--- src/rtl/cpu_ctrl_pkg.sv ---
// Shared types and constants for the multi-cycle CPU controller.
// Opcode encodings mirror the alu opcode_i field; 0 and 15 are left undefined.
package cpu_ctrl_pkg;

  localparam int OPW_DEF = 4;

  localparam logic [3:0] ADD_OP = 4'd1;
  localparam logic [3:0] SUB_OP = 4'd2;
  localparam logic [3:0] MUL_OP = 4'd3;
  localparam logic [3:0] DIV_OP = 4'd4;
  localparam logic [3:0] AND_OP = 4'd5;
  localparam logic [3:0] OR_OP  = 4'd6;
  localparam logic [3:0] XOR_OP = 4'd7;
  localparam logic [3:0] LI_OP  = 4'd8;
  localparam logic [3:0] LW_OP  = 4'd9;
  localparam logic [3:0] SW_OP  = 4'd10;
  localparam logic [3:0] JMP_OP = 4'd11;
  localparam logic [3:0] BEQ_OP = 4'd12;
  localparam logic [3:0] BGT_OP = 4'd13;
  localparam logic [3:0] BLT_OP = 4'd14;

  typedef enum logic [2:0] {
    FETCH   = 3'd0,
    DECODE  = 3'd1,
    EXECUTE = 3'd2,
    MEM     = 3'd3,
    WB      = 3'd4,
    TRAP    = 3'd5
  } state_e;

  localparam logic [1:0] WSEL_ALU = 2'd0;
  localparam logic [1:0] WSEL_MEM = 2'd1;
  localparam logic [1:0] WSEL_IMM = 2'd2;

endpackage

--- src/rtl/cpu_ctrl_if.sv ---
// Memory request handshake between the controller (master) and memory (slave).
interface cpu_ctrl_if;
  logic mem_req;
  logic mem_we;
  logic mem_ready;

  modport master (output mem_req, output mem_we, input  mem_ready);
  modport slave  (input  mem_req, input  mem_we, output mem_ready);
endinterface

--- src/rtl/cpu_ctrl_stall_cnt.sv ---
// Loadable down-counter with zero flag; holds EXECUTE open for MUL/DIV.
module ctrl_stall_cnt #(
  parameter int W = 2
) (
  input  logic         clk,
  input  logic         rst,
  input  logic         load_i,
  input  logic [W-1:0] load_val_i,
  input  logic         dec_i,
  output logic         zero_o
);

  logic [W-1:0] cnt_q, cnt_d;

  always_comb begin
    cnt_d = cnt_q;
    if (load_i)
      cnt_d = load_val_i;
    else if (dec_i && (cnt_q != '0))
      cnt_d = cnt_q - W'(1);
  end

  always_ff @(posedge clk) begin
    if (rst) cnt_q <= '0;
    else     cnt_q <= cnt_d;
  end

  assign zero_o = (cnt_q == '0);

endmodule

--- src/rtl/cpu_ctrl.sv ---
// Multi-cycle control FSM: FETCH/DECODE/EXECUTE/MEM/WB around a shared alu.
// Build option: define CPU_CTRL_ILLEGAL_TRAP_EN to trap on undefined opcodes (else NOP).
module cpu_ctrl
  import cpu_ctrl_pkg::*;
#(
  parameter int OPW        = OPW_DEF,
  parameter int MULDIV_LAT = 4
) (
  input  logic           clk,
  input  logic           rst,
  input  logic [OPW-1:0] opcode_i,
  input  logic           cmp_eq_i,
  input  logic           cmp_gt_i,
  input  logic           cmp_lt_i,
  cpu_ctrl_if.master     mem,
  output logic           ir_we_o,
  output logic           pc_we_o,
  output logic           pc_src_o,
  output logic [OPW-1:0] alu_op_o,
  output logic           alu_src_b_o,
  output logic           rf_we_o,
  output logic [1:0]     rf_wsel_o,
  output logic           retire_o,
  output logic           trap_o,
  output logic [2:0]     state_o
);

  localparam int CW = (MULDIV_LAT > 1) ? $clog2(MULDIV_LAT) : 1;

  state_e state_q, state_d;

  logic is_arith, is_muldiv, is_li, is_lw, is_sw, is_jmp, is_br, br_taken, legal;
  logic is_mem, imm_op, exec_last;
  logic cnt_load, cnt_dec, cnt_zero;

  logic           mem_req_c, mem_we_c, ir_we_c, pc_we_c, pc_src_c;
  logic [OPW-1:0] alu_op_c;
  logic           alu_src_b_c, rf_we_c, retire_c;
  logic [1:0]     rf_wsel_c;

  // Opcode classification
  always_comb begin
    is_arith  = 1'b0;
    is_muldiv = 1'b0;
    is_li     = 1'b0;
    is_lw     = 1'b0;
    is_sw     = 1'b0;
    is_jmp    = 1'b0;
    is_br     = 1'b0;
    br_taken  = 1'b0;
    case (opcode_i)
      OPW'(ADD_OP), OPW'(SUB_OP), OPW'(AND_OP),
      OPW'(OR_OP),  OPW'(XOR_OP):                is_arith = 1'b1;
      OPW'(MUL_OP), OPW'(DIV_OP): begin
        is_arith  = 1'b1;
        is_muldiv = 1'b1;
      end
      OPW'(LI_OP):  is_li  = 1'b1;
      OPW'(LW_OP):  is_lw  = 1'b1;
      OPW'(SW_OP):  is_sw  = 1'b1;
      OPW'(JMP_OP): is_jmp = 1'b1;
      OPW'(BEQ_OP): begin is_br = 1'b1; br_taken = cmp_eq_i; end
      OPW'(BGT_OP): begin is_br = 1'b1; br_taken = cmp_gt_i; end
      OPW'(BLT_OP): begin is_br = 1'b1; br_taken = cmp_lt_i; end
      default: ;
    endcase
  end

  assign legal     = is_arith | is_li | is_lw | is_sw | is_jmp | is_br;
  assign is_mem    = is_lw | is_sw;
  assign imm_op    = is_li | is_lw | is_sw;
  assign exec_last = !is_muldiv || cnt_zero;

  ctrl_stall_cnt #(.W(CW)) u_stall (
    .clk        (clk),
    .rst        (rst),
    .load_i     (cnt_load),
    .load_val_i (CW'(MULDIV_LAT - 1)),
    .dec_i      (cnt_dec),
    .zero_o     (cnt_zero)
  );

`ifdef CPU_CTRL_ILLEGAL_TRAP_EN
  logic trap_q, trap_d;
`endif

  always_ff @(posedge clk) begin
    if (rst) begin
      state_q <= FETCH;
`ifdef CPU_CTRL_ILLEGAL_TRAP_EN
      trap_q  <= 1'b0;
`endif
    end else begin
      state_q <= state_d;
`ifdef CPU_CTRL_ILLEGAL_TRAP_EN
      trap_q  <= trap_d;
`endif
    end
  end

  always_comb begin
    state_d     = state_q;
    mem_req_c   = 1'b0;
    mem_we_c    = 1'b0;
    ir_we_c     = 1'b0;
    pc_we_c     = 1'b0;
    pc_src_c    = 1'b0;
    alu_op_c    = '0;
    alu_src_b_c = 1'b0;
    rf_we_c     = 1'b0;
    rf_wsel_c   = WSEL_ALU;
    retire_c    = 1'b0;
    cnt_load    = 1'b0;
    cnt_dec     = 1'b0;
`ifdef CPU_CTRL_ILLEGAL_TRAP_EN
    trap_d      = trap_q;
`endif
    case (state_q)
      FETCH: begin
        mem_req_c = 1'b1;
        if (mem.mem_ready) begin
          ir_we_c = 1'b1;
          pc_we_c = 1'b1;
          state_d = DECODE;
        end
      end
      DECODE: begin
        alu_op_c = opcode_i;
        cnt_load = 1'b1;
        if (legal) begin
          state_d = EXECUTE;
        end else begin
`ifdef CPU_CTRL_ILLEGAL_TRAP_EN
          state_d = TRAP;
          trap_d  = 1'b1;
`else
          retire_c = 1'b1;
          state_d  = FETCH;
`endif
        end
      end
      EXECUTE: begin
        alu_op_c    = opcode_i;
        alu_src_b_c = imm_op;
        if (!exec_last) begin
          cnt_dec = 1'b1;
        end else if (is_arith || is_li) begin
          state_d = WB;
        end else if (is_mem) begin
          state_d = MEM;
        end else begin
          // Jumps and branches resolve here; untaken branches just retire
          pc_we_c  = is_jmp | br_taken;
          pc_src_c = is_jmp | br_taken;
          retire_c = 1'b1;
          state_d  = FETCH;
        end
      end
      MEM: begin
        mem_req_c   = 1'b1;
        mem_we_c    = is_sw;
        alu_op_c    = opcode_i;
        alu_src_b_c = 1'b1;
        if (mem.mem_ready) begin
          if (is_sw) begin
            retire_c = 1'b1;
            state_d  = FETCH;
          end else begin
            state_d  = WB;
          end
        end
      end
      WB: begin
        rf_we_c   = 1'b1;
        rf_wsel_c = is_li ? WSEL_IMM : (is_lw ? WSEL_MEM : WSEL_ALU);
        retire_c  = 1'b1;
        state_d   = FETCH;
      end
      TRAP:    state_d = TRAP;
      default: state_d = FETCH;
    endcase
  end

  // Outputs are forced low while rst is held, before the state register clears
  assign mem.mem_req = !rst && mem_req_c;
  assign mem.mem_we  = !rst && mem_we_c;
  assign ir_we_o     = !rst && ir_we_c;
  assign pc_we_o     = !rst && pc_we_c;
  assign pc_src_o    = !rst && pc_src_c;
  assign alu_op_o    = rst ? '0 : alu_op_c;
  assign alu_src_b_o = !rst && alu_src_b_c;
  assign rf_we_o     = !rst && rf_we_c;
  assign rf_wsel_o   = rst ? WSEL_ALU : rf_wsel_c;
  assign retire_o    = !rst && retire_c;
  assign state_o     = rst ? 3'd0 : state_q;
`ifdef CPU_CTRL_ILLEGAL_TRAP_EN
  assign trap_o      = !rst && trap_q;
`else
  assign trap_o      = 1'b0;
`endif

endmodule
--- src/flat_wrapper.sv ---
// flat-port wrapper written by rule: the top's interface ports become plain ports
module cpu_ctrl_flat import cpu_ctrl_pkg::*;
#(
  parameter int OPW        = OPW_DEF,
  parameter int MULDIV_LAT = 4
)
  (clk, rst, opcode_i, cmp_eq_i, cmp_gt_i, cmp_lt_i, ir_we_o, pc_we_o, pc_src_o, alu_op_o, alu_src_b_o, rf_we_o, rf_wsel_o, retire_o, trap_o, state_o, mem_mem_req, mem_mem_we, mem_mem_ready);
  cpu_ctrl_if mem_i ();
  input  logic clk;
  input  logic rst;
  input  logic [OPW-1:0] opcode_i;
  input  logic cmp_eq_i;
  input  logic cmp_gt_i;
  input  logic cmp_lt_i;
  output logic ir_we_o;
  output logic pc_we_o;
  output logic pc_src_o;
  output logic [OPW-1:0] alu_op_o;
  output logic alu_src_b_o;
  output logic rf_we_o;
  output logic [1:0] rf_wsel_o;
  output logic retire_o;
  output logic trap_o;
  output logic [2:0] state_o;
  output wire logic [$bits(mem_i.mem_req)-1:0] mem_mem_req;
  output wire logic [$bits(mem_i.mem_we)-1:0] mem_mem_we;
  input wire logic [$bits(mem_i.mem_ready)-1:0] mem_mem_ready;
  assign mem_mem_req = mem_i.mem_req;
  assign mem_mem_we = mem_i.mem_we;
  assign mem_i.mem_ready = mem_mem_ready;
  cpu_ctrl #(.OPW(OPW), .MULDIV_LAT(MULDIV_LAT)) u_core (.clk(clk), .rst(rst), .opcode_i(opcode_i), .cmp_eq_i(cmp_eq_i), .cmp_gt_i(cmp_gt_i), .cmp_lt_i(cmp_lt_i), .mem(mem_i), .ir_we_o(ir_we_o), .pc_we_o(pc_we_o), .pc_src_o(pc_src_o), .alu_op_o(alu_op_o), .alu_src_b_o(alu_src_b_o), .rf_we_o(rf_we_o), .rf_wsel_o(rf_wsel_o), .retire_o(retire_o), .trap_o(trap_o), .state_o(state_o));
endmodule
--- config.mk ---
export PLATFORM = sky130hd
export DESIGN_NAME = cpu_ctrl_flat
export DESIGN_NICKNAME = d
export VERILOG_FILES = /design/src/rtl/cpu_ctrl_pkg.sv /design/src/rtl/cpu_ctrl_if.sv /design/src/rtl/cpu_ctrl_stall_cnt.sv /design/src/rtl/cpu_ctrl.sv /design/src/flat_wrapper.sv
export SDC_FILE = /design/constraint.sdc
export NUM_CORES = 1
export LEC_CHECK = 0
export ABC_AREA = 1
export BUFFER_PORTS_ARGS = -buffer_cell sky130_fd_sc_hd__buf_2
export CORE_MARGIN = 3
export CORE_UTILIZATION = 45
export DETAILED_ROUTE_END_ITERATION = 16
export PLACE_DENSITY = 0.77
export SLEW_MARGIN = 10
export SYNTH_ARGS = -nofsm -noshare
export SYNTH_HDL_FRONTEND = slang
export SYNTH_SLANG_ARGS = --single-unit
--- constraint.sdc ---
create_clock -name clk -period 1.6 [get_ports clk]
set_clock_uncertainty 0.15 [all_clocks]
set_input_delay 0 -clock clk [delete_from_list [all_inputs] [get_ports clk]]
set_output_delay 0 -clock clk [all_outputs]
set_load 0.01 [all_outputs]
==> key figures, run 1 <==
Routing
  • Post-route ant nets: 0
  • DRC: 0
  • Routed vias/inst: a little over 5
  • Routed wire per std cell: 10.8 um
  • Final wirelength: 1730 um
  • Pre-Repair DR Iteration Count: 4
  • Iter 0 DRT Violations: 16
  • Vias: 827

Floorplan
  • Die height: roughly 43 um
  • Chip Width: about 43 um
  • Core area: 1200 um2
  • Die area: 1880 um2
  • IO Count: 28
  • Starting density of the core: 52.2%
  • Number of cell rows: 12

Placement
  • Count of buffers from port buffering: 26
  • GPL Wtd Cong: between 0.8 and 0.9
  • Post-DP HPWL: 1360 um
  • Placed cell areas: 767 um2
  • Setup slack at placement: between 0.2 and 0.25 ns

Cells and area
  • Area Overhead vs Synth: 31.5%
  • Multi-input logic area: about 450 um2
  • Proportion of layout cells with a drive suffix above 1: 37.0%
  • Most common library cell in the layout ignoring fill and taps: nand2_1
  • Post-route cell area: 825 um2
  • Fill count: approximately 130
  • Antenna Cells: 0
  • Register area: 101 um2
  • Fin nets: 158
  • Commonest cells after routing, fill and taps aside: 27 x nand2_1, 26 x buf_2, 16 x nor2_1

Clocking
  • Skew-Pair Late Insertion Delay: 0.25 ns
  • # H-tree levels: 1
  • CTS tree: yes
  • Clk pin slew, worst setup/hold paths: about 0.040 ns
  • Clock root cell: clkbuf_4
  • Num CTS Buffers: 3
  • CTS max path bufs: 2
  • Clock sink count: 5

Critical path
  • Startpoint types: register
  • Worst Setup End Kind: output pin
  • Crit path required time: 1.45 ns
  • Crit path cell chain: inv_2, nand3_2, inv_4, nand3_1, a21oi_1, buf_2
  • Worst EP arrival: about 1.3 ns
  • CP Class: reg -> out
  • CP Max Fanout: 5
  • CP max stage delay: 0.36 ns
  • Delay-heaviest family, CP: buffers and inverters
  • Critical path buffer and inverter count: 3
  • Slowest CP cell: dfxtp_1
  • R2r setup slk: 0.20 ns

Flow run
  • MaxCap Viol Count: 0

Yosys
  • Post-synth cell types: 23
  • Seq cells post-synth: 5
  • Ys Warns: 0
  • Cell area after synthesis: 627 um2
  • Synthesized instance count: around 120
  • Register area share after synthesis: 16.0%
  • Syn nets: ~130
  • Syn avg cell area: 5.45 um2

Global routing
  • Gr ovfl total: 0
  • Initial antenna violation count: 0
  • Vias in the first global route: 730
  • Gr usage total: 20.3%
  • First-pass GRT wire length: 2990 um
  • Largest net degree at the start of global routing: 22

STA
  • Final WS setup: 0.127 ns
  • Ratio of final minimum period to clock period: 92.1%
  • Final min period: approximately 1.5 ns
  • Sum Neg Setup Slack: 0 ns
  • Hold Violations, Final: 0
  • Fin. max-slew vios: 0
  • Max Clock Freq: 0.679 GHz
  • RSZ-0062 raised after global routing: no
  • # setup viols final: 0

Pwr
  • Worst VDD drop: 0.000790 V
  • P_leak: 0.434 nW
  • PwrDens: 1010 nW/um2

Status
  • Outcome: finished, final reports clean

Hold path
  • Hold/Removal Path Class: in -> reg
registers in the layout, summed over array words and instances (netlist names):
signal	flops
u_core.u_stall.cnt_q	2
u_core.state_q	3
where the power goes:
group	leakage, nW	switching [mW]	internal (mW)
registers	0.0415	0.0356	0.163
clock network	0.0150	0.0533	0.0944
logic	0.377	0.306	0.182
logic make-up (layout without fill, tap and decap cells):
family,Yosys count,count (layout),synth area share (%)
AOI/OAI and AO/OA,12,12,10.8
adders and majority gates,1,1,2.00
buffers and inverters,20,51,12.6
DFF,5,5,16.0
other,1,1,0.598
and+or+nand+nor,76,76,58.1
synth_stat cells:
| library cell | number | share of area, % |
|---|---|---|
| inv_1 | 8 | 4.8 |
| nor3_1 | 7 | 5.6 |
| nor2_1 | 17 | 10 |
| o21ai_0 | 1 | 0.80 |
| nor2_4 | 1 | 1.8 |
| inv_2 | 8 | 4.8 |
| o21ai_2 | 1 | 1.4 |
| ha_1 | 1 | 2.0 |
| nand2_1 | 27 | 16 |
| dfxtp_1 | 5 | 16 |
| o21ai_1 | 3 | 2.4 |
| nand4_1 | 2 | 2.0 |
| nand2_2 | 3 | 3.0 |
| a21oi_2 | 1 | 1.4 |
| nand3_2 | 2 | 3.2 |
| clkbuf_1 | 2 | 1.2 |
| clkinv_1 | 1 | 0.60 |
| nand3_1 | 13 | 10 |
| buf_4 | 1 | 1.2 |
| nand3_4 | 1 | 2.8 |
| conb_1 | 1 | 0.60 |
| nor2_2 | 3 | 3.0 |
| a21oi_1 | 6 | 4.8 |
routing by layer:
metal	routed length, um	vias to the layer above	part of all wire, %	track usage (%)
met5	0	-	0	0
met4	38	0	2.2	10.2
met3	120	4	6.9	2.97
met2	804	33	47	35.1
met1	764	356	44	23.9
li1	-	434	-	-
final cells by class:
class | instances | share of cell area, %
inverters | 17 | 8.04
well taps | 14 | 2.12
repair buffers | 30 | 19.7
multi-input cells | 90 | 54.6
clock buffers | 4 | 3.19
flip-flops and latches | 5 | 12.3
path summary, 6_finish.rpt:
| kind | start | to | depth (start not counted) |
|---|---|---|---|
| min | mem_mem_ready | u_core.state_q[2] | 5 |
| max reg2reg | u_core.u_stall.cnt_q[0] | u_core.u_stall.cnt_q[1] | 8 |
| max | u_core.state_q[2] | alu_src_b_o | 6 |
| min reg2reg | u_core.u_stall.cnt_q[0] | u_core.u_stall.cnt_q[0] | 2 |
through the flow:
stage	hold WS, ns	total power [mW]	std cells	utilization, %
finish	0.0543	0.834	160	68.6
global route	0.0938	0.926	160	68.6
CTS	0.0444	0.823	158	66.9
detailed placement	0.231	0.670	153	63.9
global placement	0.229	0.654	153	63.9
floorplan	-0.0441	0.517	115	-
worst reg2reg max path, delay by kind of cell (launching register included):
family / cells / cell delay, ns
adders and majority gates: 1 / 0.18
and+or+nand+nor: 5 / 0.55
buffers and inverters: 2 / 0.08
DFF: 1 / 0.34
what timing repair did:
| action | in CTS | in global routing |
|---|---|---|
| endpoints found under the setup margin | 0 | 3 |
| endpoints found under the hold margin | 1 | 0 |
| resized for setup | 0 | 3 |
| buffers inserted | 0 | 2 |
| hold buffers | 1 | 0 |
Note: power is estimated with default switching activity, not from simulation.
==> inputs of run 2 (changes only) <==
CORE_UTILIZATION = 41   (was 45)
PLACE_DENSITY = 0.74   (was 0.77)
clock period = 1.2 ns   (was 1.6 ns; I/O delays follow)
==> key figures, run 2 (synthesis results as in run 1) <==
STA
  • Hold_ws: a little over 0.02 ns
  • RSZ-0062 raised after global routing: yes
  • Hold Violations, Final: 0
  • # setup viols final: 22
  • Max Clock Freq: 0.694 GHz
  • Sum Neg Setup Slack: -3.55 ns
  • Final min period: 1.44 ns
  • Ratio of final minimum period to clock period: 120%
  • Fin. max-slew vios: 0
  • Final WS setup: -0.241 ns

Cells and area
  • Fin nets: 174
  • Top reg by flops: u_core.state_q
  • Fill count: about 100
  • Final Util: around four fifths
  • Post-route cell area: between 1000 and 1500 um2
  • Area Overhead vs Synth: 73.9%
  • Antenna Cells: 0
  • Largest registers: u_core.state_q: 3 flops, u_core.u_stall.cnt_q: 2 flops
  • Final Non-Filler Cells: about 180
  • Max reg flops: 3
  • Commonest cells after routing, fill and taps aside: 26 x buf_2, 19 x nand2_1, 13 x nor2_1
  • Most common library cell in the layout ignoring fill and taps: buf_2
  • Proportion of layout cells with a drive suffix above 1: 56.8%

Placement
  • Post-DP HPWL: 1410 um
  • Count of buffers from port buffering: 26
  • Setup slack at placement: -0.148 ns
  • Placed cell areas: 825 um2
  • Dpl cells: 160
  • GPL Wtd Cong: 0.918

Status
  • Outcome: finished with violations
  • Failing checks: setup timing

Pwr
  • P_leak: 0.567 nW
  • PwrDens: 1380 nW/um2
  • Worst VDD drop: 0.000857 V
  • Pwr Total: 1.50 mW

Routing
  • Iter 0 DRT Violations: 22
  • Routed wire per std cell: 13.1 um
  • DRC: 0
  • Vias: 927
  • Post-route ant nets: 0
  • Pre-Repair DR Iteration Count: 4
  • Final wirelength: roughly 2300 um
  • Routed vias/inst: 5.24

Critical path
  • Startpoint types: register
  • CP Max Fanout: 5
  • Worst EP arrival: 1.29 ns
  • Crit path required time: 1.05 ns
  • Worst Setup End Kind: output pin
  • CP Class: reg -> out

Global routing
  • Initial antenna violation count: 0
  • Largest net degree at the start of global routing: 22
  • Gr usage total: between 20 and 25%
  • Vias in the first global route: between 700 and 800
  • Gr ovfl total: 0
  • First-pass GRT wire length: between 3000 and 4000 um

Clocking
  • CTS tree: yes
  • Clock sink count: 5
  • Clock root cell: clkbuf_4
  • Skew-Pair Late Insertion Delay: 0.25 ns
  • # H-tree levels: 1
  • CTS max path bufs: 2
  • Clk pin slew, worst setup/hold paths: ~0.040 ns
  • Num CTS Buffers: 3

Floorplan
  • Die height: 45.1 um
  • Core area: 1370 um2
  • Die area: 2030 um2
  • IO Count: 28
  • Number of cell rows: 13
  • Starting density of the core: 45.9%
  • Chip Width: 45.1 um

Hold path
  • Hold/Removal Path Class: in -> reg

Flow run
  • MaxCap Viol Count: 0
-- run 2: worst max-delay path, cell delays in order (launching register included) --
cell and delay (ns):
dfxtp_4 0.38, o21ai_1 0.39, nor3_1 0.11, buf_2 0.17
-- run 2: path summary, 6_finish.rpt --
path | startpoint | slack [ns] | cells after the start | end
max | u_core.state_q[1] | -0.24 | 3 | alu_op_o[0]
min | rst | 0.02 | 2 | u_core.state_q[1]
max reg2reg | u_core.state_q[1] | -0.20 | 7 | u_core.state_q[0]
min reg2reg | u_core.u_stall.cnt_q[1] | 0.41 | 4 | u_core.u_stall.cnt_q[1]
-- run 2: power by group --
part	switching, mW	internal [mW]
Sequential	0.0875	0.231
Combinational	0.533	0.441
Clock	0.0812	0.126
-- run 2: area by class of cell --
class / count / area (um2) / area share (%)
inverter: 17 / 73.8 / 6.77
tap: 15 / 18.8 / 1.72
timing repair buffer: 46 / 308 / 28.2
clock buffer: 4 / 26.3 / 2.41
multi-input combinational: 90 / 551 / 50.5
sequential: 5 / 113 / 10.3
-- run 2: what timing repair did --
item                       in CTS  in global routing
buffers inserted                9                  3
hold buffers                    2                  0
resized for setup              20                 22
pin swaps                       6                 12
setup endpoints to repair      21                 22
hold endpoints to repair        2                  0
-- run 2: metal layers --
metal / GRT usage, % / vias to the layer above / share of wire (%)
met5: 0 / - / 0
met1: 25.4 / 423 / 41
met3: 3.59 / 9 / 4.0
met4: 5.26 / 0 / 3.0
met2: 39.3 / 30 / 52
li1: - / 465 / -
